File: config.mk
export PLATFORM = sky130hd
export DESIGN_NAME = hazard_ctrl_sb_flat
export DESIGN_NICKNAME = d
export VERILOG_FILES = /design/src/rtl/hazard_ctrl_sb_if.sv /design/src/rtl/hazard_ctrl_sb.sv /design/src/flat_wrapper.sv
export SDC_FILE = /design/constraint.sdc
export NUM_CORES = 1
export LEC_CHECK = 0
export CAP_MARGIN = 30
export CORE_ASPECT_RATIO = 0.6
export CORE_MARGIN = 5
export CORE_UTILIZATION = 50
export DETAILED_ROUTE_END_ITERATION = 16
export GPL_TIMING_DRIVEN = 0
export PLACE_DENSITY = 0.79
export SYNTH_ARGS = -nofsm -noshare
export SYNTH_HDL_FRONTEND = slang
export SYNTH_SLANG_ARGS = --single-unit
File: constraint.sdc
create_clock -name clk -period 5.9 [get_ports clk]
set_input_delay 0.885 -clock clk [delete_from_list [all_inputs] [get_ports clk]]
set_output_delay 0.885 -clock clk [all_outputs]
set_load 0.005 [all_outputs]
File: src/rtl/hazard_ctrl_sb_if.sv
// hazard_ctrl_sb_if: ID-stage / EX-resolution bundle between the pipeline and
// the scoreboard hazard controller.
//   master : pipeline side. Drives the ID instruction fields, br_taken,
//            mem_stall and cnt_clr. Receives the stall and flush requests.
//   slave  : hazard controller side. Directions are the reverse of master.
interface hazard_ctrl_sb_if #(
    parameter int ADDR_W      = 4,
    parameter int STALL_CNT_W = 16
);
    logic                   id_valid;
    logic [ADDR_W-1:0]      id_rs;
    logic [ADDR_W-1:0]      id_rt;
    logic                   id_rs_used;
    logic                   id_rt_used;
    logic                   id_is_store;
    logic                   id_is_load;
    logic [ADDR_W-1:0]      id_rd;
    logic                   id_sets_flags;
    logic                   id_br_cond;
    logic                   br_taken;
    logic                   mem_stall;
    logic                   cnt_clr;
    logic                   stall;
    logic                   if_flush;
    logic                   id_flush;
    logic [1:0]             stall_cause;
    logic [STALL_CNT_W-1:0] stall_cnt;

    modport master (
        output id_valid, id_rs, id_rt, id_rs_used, id_rt_used, id_is_store,
               id_is_load, id_rd, id_sets_flags, id_br_cond, br_taken,
               mem_stall, cnt_clr,
        input  stall, if_flush, id_flush, stall_cause, stall_cnt
    );

    modport slave (
        input  id_valid, id_rs, id_rt, id_rs_used, id_rt_used, id_is_store,
               id_is_load, id_rd, id_sets_flags, id_br_cond, br_taken,
               mem_stall, cnt_clr,
        output stall, if_flush, id_flush, stall_cause, stall_cnt
    );
endinterface

File: src/rtl/hazard_ctrl_sb.sv
// hazard_ctrl_sb: scoreboard-based load-use / flag-wait hazard controller.
// Each register has a countdown that is loaded with LOAD_LAT when a load to
// that register issues. A single flag countdown is loaded with FLAG_LAT when
// a flag-setter issues. The ID instruction stalls while any source it reads
// (or, for a conditional branch, the flags) is still counting down.
// Ports:
//   clk, rst_n : clock, asynchronous active-low reset
//   bus        : hazard_ctrl_sb_if slave. Carries the ID instruction fields,
//                br_taken, mem_stall and cnt_clr in, and stall, if_flush,
//                id_flush, stall_cause and stall_cnt out.
module hazard_ctrl_sb #(
    parameter int NUM_REGS    = 16,
    parameter int ADDR_W      = 4,
    parameter int LOAD_LAT    = 1,
    parameter int FLAG_LAT    = 2,
    parameter int ZERO_REG    = 1,
    parameter int STORE_FWD   = 1,
    parameter int STALL_CNT_W = 16
) (
    input  logic         clk,
    input  logic         rst_n,
    hazard_ctrl_sb_if.slave bus
);
    localparam int LD_W = $clog2(LOAD_LAT + 1);
    localparam int FL_W = $clog2(FLAG_LAT + 1);

    logic [NUM_REGS-1:0][LD_W-1:0] ld_cnt_q, ld_cnt_d;
    logic [FL_W-1:0]               flag_cnt_q, flag_cnt_d;
    logic [STALL_CNT_W-1:0]        stall_cnt_q, stall_cnt_d;

    logic rs_pend, rt_pend, rt_last, rt_fwd;
    logic ld_haz, fl_haz, stall_int, issue, rd_zero;

    // Register 0 is never written into the scoreboard. It is also masked on
    // reads, so a hardwired zero register can never hazard.
    assign rs_pend = (ld_cnt_q[bus.id_rs] != '0) && !((ZERO_REG != 0) && (bus.id_rs == '0));
    assign rt_pend = (ld_cnt_q[bus.id_rt] != '0) && !((ZERO_REG != 0) && (bus.id_rt == '0));
    assign rt_last = (ld_cnt_q[bus.id_rt] == LD_W'(1));
    // Store data is consumed in MEM, so on the final count it can be
    // forwarded from the load and does not need a stall.
    assign rt_fwd  = (STORE_FWD != 0) && bus.id_is_store && rt_last;

    assign ld_haz = bus.id_valid && ((bus.id_rs_used && rs_pend) ||
                                     (bus.id_rt_used && rt_pend && !rt_fwd));
    assign fl_haz = bus.id_valid && bus.id_br_cond && (flag_cnt_q != '0);

    // A taken branch kills the ID instruction, so it overrides any stall.
    assign stall_int = (ld_haz || fl_haz) && !bus.br_taken;
    assign issue     = bus.id_valid && !stall_int && !bus.br_taken && !bus.mem_stall;
    assign rd_zero   = (ZERO_REG != 0) && (bus.id_rd == '0);

    // Outputs are gated by rst_n so they read zero while reset is held,
    // independent of whatever the ID inputs are showing.
    assign bus.stall       = stall_int && rst_n;
    assign bus.if_flush    = bus.br_taken && rst_n;
    assign bus.id_flush    = (stall_int || bus.br_taken) && rst_n;
    assign bus.stall_cause = (bus.br_taken || !rst_n) ? 2'b00 : {fl_haz, ld_haz};
    assign bus.stall_cnt   = stall_cnt_q;

    always_comb begin
        ld_cnt_d    = ld_cnt_q;
        flag_cnt_d  = flag_cnt_q;
        stall_cnt_d = stall_cnt_q;
        if (!bus.mem_stall) begin
            for (int r = 0; r < NUM_REGS; r++) begin
                if (ld_cnt_q[r] != '0) ld_cnt_d[r] = ld_cnt_q[r] - LD_W'(1);
            end
            if (flag_cnt_q != '0) flag_cnt_d = flag_cnt_q - FL_W'(1);
            // A set issued this cycle overrides the decrement above, which
            // also restarts a counter that was still running.
            if (issue && bus.id_is_load && !rd_zero) ld_cnt_d[bus.id_rd] = LD_W'(LOAD_LAT);
            if (issue && bus.id_sets_flags) flag_cnt_d = FL_W'(FLAG_LAT);
            if (stall_int && (stall_cnt_q != '1)) stall_cnt_d = stall_cnt_q + STALL_CNT_W'(1);
        end
        if (bus.cnt_clr) stall_cnt_d = '0;
    end

    always_ff @(posedge clk or negedge rst_n) begin
        if (!rst_n) begin
            ld_cnt_q    <= '0;
            flag_cnt_q  <= '0;
            stall_cnt_q <= '0;
        end else begin
            ld_cnt_q    <= ld_cnt_d;
            flag_cnt_q  <= flag_cnt_d;
            stall_cnt_q <= stall_cnt_d;
        end
    end
endmodule

File: src/flat_wrapper.sv
// flat-port wrapper written by rule: the top's interface ports become plain ports
module hazard_ctrl_sb_flat 
#(
    parameter int NUM_REGS    = 16,
    parameter int ADDR_W      = 4,
    parameter int LOAD_LAT    = 1,
    parameter int FLAG_LAT    = 2,
    parameter int ZERO_REG    = 1,
    parameter int STORE_FWD   = 1,
    parameter int STALL_CNT_W = 16
)
  (clk, rst_n, bus_id_valid, bus_id_rs, bus_id_rt, bus_id_rs_used, bus_id_rt_used, bus_id_is_store, bus_id_is_load, bus_id_rd, bus_id_sets_flags, bus_id_br_cond, bus_br_taken, bus_mem_stall, bus_cnt_clr, bus_stall, bus_if_flush, bus_id_flush, bus_stall_cause, bus_stall_cnt);
  hazard_ctrl_sb_if #(.ADDR_W(ADDR_W), .STALL_CNT_W(STALL_CNT_W)) bus_i ();
  input  logic clk;
  input  logic rst_n;
  input wire logic [$bits(bus_i.id_valid)-1:0] bus_id_valid;
  input wire logic [$bits(bus_i.id_rs)-1:0] bus_id_rs;
  input wire logic [$bits(bus_i.id_rt)-1:0] bus_id_rt;
  input wire logic [$bits(bus_i.id_rs_used)-1:0] bus_id_rs_used;
  input wire logic [$bits(bus_i.id_rt_used)-1:0] bus_id_rt_used;
  input wire logic [$bits(bus_i.id_is_store)-1:0] bus_id_is_store;
  input wire logic [$bits(bus_i.id_is_load)-1:0] bus_id_is_load;
  input wire logic [$bits(bus_i.id_rd)-1:0] bus_id_rd;
  input wire logic [$bits(bus_i.id_sets_flags)-1:0] bus_id_sets_flags;
  input wire logic [$bits(bus_i.id_br_cond)-1:0] bus_id_br_cond;
  input wire logic [$bits(bus_i.br_taken)-1:0] bus_br_taken;
  input wire logic [$bits(bus_i.mem_stall)-1:0] bus_mem_stall;
  input wire logic [$bits(bus_i.cnt_clr)-1:0] bus_cnt_clr;
  output wire logic [$bits(bus_i.stall)-1:0] bus_stall;
  output wire logic [$bits(bus_i.if_flush)-1:0] bus_if_flush;
  output wire logic [$bits(bus_i.id_flush)-1:0] bus_id_flush;
  output wire logic [$bits(bus_i.stall_cause)-1:0] bus_stall_cause;
  output wire logic [$bits(bus_i.stall_cnt)-1:0] bus_stall_cnt;
  assign bus_i.id_valid = bus_id_valid;
  assign bus_i.id_rs = bus_id_rs;
  assign bus_i.id_rt = bus_id_rt;
  assign bus_i.id_rs_used = bus_id_rs_used;
  assign bus_i.id_rt_used = bus_id_rt_used;
  assign bus_i.id_is_store = bus_id_is_store;
  assign bus_i.id_is_load = bus_id_is_load;
  assign bus_i.id_rd = bus_id_rd;
  assign bus_i.id_sets_flags = bus_id_sets_flags;
  assign bus_i.id_br_cond = bus_id_br_cond;
  assign bus_i.br_taken = bus_br_taken;
  assign bus_i.mem_stall = bus_mem_stall;
  assign bus_i.cnt_clr = bus_cnt_clr;
  assign bus_stall = bus_i.stall;
  assign bus_if_flush = bus_i.if_flush;
  assign bus_id_flush = bus_i.id_flush;
  assign bus_stall_cause = bus_i.stall_cause;
  assign bus_stall_cnt = bus_i.stall_cnt;
  hazard_ctrl_sb #(.NUM_REGS(NUM_REGS), .ADDR_W(ADDR_W), .LOAD_LAT(LOAD_LAT), .FLAG_LAT(FLAG_LAT), .ZERO_REG(ZERO_REG), .STORE_FWD(STORE_FWD), .STALL_CNT_W(STALL_CNT_W)) u_core (.clk(clk), .rst_n(rst_n), .bus(bus_i));
endmodule
==> metrics.md <==
| Metric | Value |
|---|---|
| Crit start category | `input port` |
| Crit path arrival time | `3.60 ns` |
| Setup CP Type | `in2out` |
| Peak Freq | `223.1 MHz` |
| Fill count | `342` |
| Power density cells | `196.4 nW/um^2` |
| Die area | `5698 um^2` |
| Clock transition at path regs | `0.06 ns` |
| Final RePlAce weighted congestion | `0.8930` |
| Max cap viols | `0` |
| Routed Antenna Nets | `0` |
| Pre-antenna DRT Iters | `5` |
| Clk sink count | `33` |
| Diodes inserted | `0` |
| Die H | `60.51 um` |
| Ys Warns | `0` |
| Final count of pins violating max slew | `0` |
| Worst slew margin | `0.4564` |
| Layout area overhead | `26.19%` |
| Die X | `94.18 um` |
| Number of global-route vias before repair | `1800` |
| Drt drc | `0` |
| Starting density of the core | `0.5186` |
| Final Power | `0.0005268 W` |
| CTS buffer count | `5` |
| Status | `finished, final reports clean` |
| RSZ-0062 raised after global routing | `false` |
| Largest net degree at the start of global routing | `39` |
| Final #Nets | `291` |
| FF+latch area | `825.8 um^2` |
| Routed vias | `1989` |
| Clock skew | `0.003971 ns` |
| IO Port Bufs | `40` |
| Initial antenna violation count | `0` |
| Mapped Avg Cell Area | `9.751 um^2` |
| Crit path time final | `4.481 ns` |
| Detailed Place HPWL | `4457 um` |
| Final period util | `0.7596` |
| Layout cells sized above 1 | `0.09434` |
| Hold_sp | `u_core.ld_cnt_q[5]$_DFFE_PN0N_` |
| Grt total ovfl | `0` |
| Sequential share of the synthesized area | `0.3885` |
| Syn nets | `244` |
| HP Class | `reg2reg` |
| P_leak | `1.081 nW` |
| Number of gates resized after CTS | `0` |
| GRT Overall Usage | `0.2215` |
| R2R Setup Slk | `3.26 ns` |
| Post-synthesis cell area | `2126 um^2` |
| Number of flops mapped to enable cells by yosys | `0` |
| Ys flop type | `dfrtp_1` |
| Number of synthesized register bits | `33` |
| Mapped Cells | `218` |
| Total wire length | `5846 um` |
| Crit-path max FO | `5` |
| Crit path required time | `5.02 ns` |
| Clk_lat worst skew | `0.28 ns` |
| Reg-to-reg startpoint | `u_core.bus.stall_cnt[3]$_DFFE_PN0P_` |
| Max H-tree Level | `2` |
| Clock buffer depth | `2` |
| Yosys cell types | `57` |
| IO Pins | `45` |
| Standard-cell row count | `18` |
| Via density per instance | `6.120` |
| CTS tree | `yes` |
| TNS Setup | `0 ns` |
| CTS Hold Bufs | `0` |
| Least-Margin Pin Slew | `0.8153 ns` |
| Final core occ | `0.6545` |
| Wire per inst | `17.99 um` |
| CTS Root Cell | `clkbuf_8` |
| Total setup buffers inserted after CTS | `0` |
| Async S/R FF share, synth | `1.000` |
| Final setup fails | `0` |
| DRT iter0 DRCs | `244` |
| Area of the multi-input gates | `1220 um^2` |
| Core Area | `4099 um^2` |
| Worst Setup SP | `bus_id_rt[0]` |
| Maximum vdd drop | `137.9 uV` |
| Final Hold Fails | `0` |
| First-pass GRT wire length | `9494 um` |
| Worst setup EP type | `output port` |
==> synthesized netlist by cell type, types with 3 or more instances <==
cell type	n	area share
a21oi_1	11	0.026
a32o_1	3	0.014
and3_1	5	0.015
clkbuf_1	6	0.011
dfrtp_1	33	0.39
inv_1	7	0.012
mux2_1	4	0.021
mux2_2	5	0.026
mux2i_1	4	0.019
mux4_2	3	0.032
nand2_1	21	0.037
nand2b_1	3	0.0088
nand3_1	15	0.035
nand4_1	3	0.0088
nor2_1	11	0.019
nor2b_1	9	0.026
nor3b_1	3	0.011
o21ai_1	14	0.033
o41ai_1	3	0.012
or3_1	7	0.021
==> critical path, cell delays in order <==
cell             delay [ns]
clkdlybuf4s50_1        0.57
mux4_2                 0.51
nand2b_1               0.15
a32o_2                 0.30
nor4_2                 0.38
nor2b_1                0.17
o21a_1                 0.19
clkdlybuf4s50_1        0.44
==> layout make-up <==
cell class                      count  share of cell area
Buffer                             10             0.02006
Tap cell                           60             0.02799
Sequential cell                    33              0.3078
Inverter                            7            0.009795
Timing Repair Buffer               40              0.1474
Clock buffer                        7             0.03218
Multi-Input combinational cell    168              0.4548
==> where the power goes <==
group | internal (W) | switching [W] | total (W)
clock network | 0.0000925 | 0.0000801 | 0.000173
registers | 0.000235 | 0.00000707 | 0.000242
logic | 0.0000479 | 0.0000638 | 0.000112
==> cell families (layout without fill, tap and decap cells) <==
logic type / Yosys count / in the layout / share of synthesized area
and+or+nand+nor: 95 / 95 / 0.2613
AOI/OAI and AO/OA: 54 / 54 / 0.1984
DFF: 33 / 33 / 0.3885
buffers and inverters: 17 / 64 / 0.03767
muxes: 16 / 16 / 0.09829
adders and majority gates: 2 / 2 / 0.01177
xor gates and xnor gates: 1 / 1 / 0.004121
==> flip-flops by register name (all words and copies together), names as in the netlist <==
register / cells
u_core.bus.stall_cnt: 16
u_core.ld_cnt_q: 15
u_core.flag_cnt_q: 2
==> worst paths after layout <==
path / endpoint / cells after the start
setup reg to reg: u_core.bus.stall_cnt[3]$_DFFE_PN0P_ / 6
setup / recovery: bus_id_flush / 8
hold reg to reg: u_core.ld_cnt_q[5]$_DFFE_PN0N_ / 2
min in group asynchronous: u_core.bus.stall_cnt[0]$_DFFE_PN0P_ / 1
hold / removal: u_core.ld_cnt_q[5]$_DFFE_PN0N_ / 2
max in group asynchronous: u_core.bus.stall_cnt[13]$_DFFE_PN0P_ / 1
==> metal layers <==
metal / global-route usage / share of wire / vias up
met5: 0 / 0 / -
met4: 0.06790 / 0.0087 / 0
met3: 0.04957 / 0.10 / 7
met2: 0.3004 / 0.41 / 96
met1: 0.3476 / 0.48 / 961
li1: - / - / 925
==> placed cells by master, fill, tap and decap left out, types with 4 or more instances in the layout <==
cell / Yosys / routed
nor2_1: 11 / 11
mux2_1: 4 / 4
a21oi_1: 11 / 11
mux2_2: 5 / 5
clkbuf_8: 0 / 6
nand2_1: 21 / 21
nand3_1: 15 / 15
or3_1: 7 / 7
and3_1: 5 / 5
dfrtp_1: 33 / 33
clkbuf_1: 6 / 7
mux2i_1: 4 / 4
inv_1: 7 / 7
o21ai_1: 14 / 14
clkdlybuf4s50_1: 0 / 39
nor2b_1: 9 / 9
==> per-stage QoR <==
step	instance area [um^2]	worst slack (ns)	hold slack, ns	instances
6_report	2683	1.419	0.5301	325
5_1_grt	2683	1.251	0.5561	325
4_1_cts	2683	1.398	0.5282	325
3_5_place_dp	2596	1.408	0.5125	318
3_3_place_gp	2601	1.392	0.4974	318
2_1_floorplan	2126	2.461	0.4560	218
No activity file was read; power rests on OpenSTA's default activity.
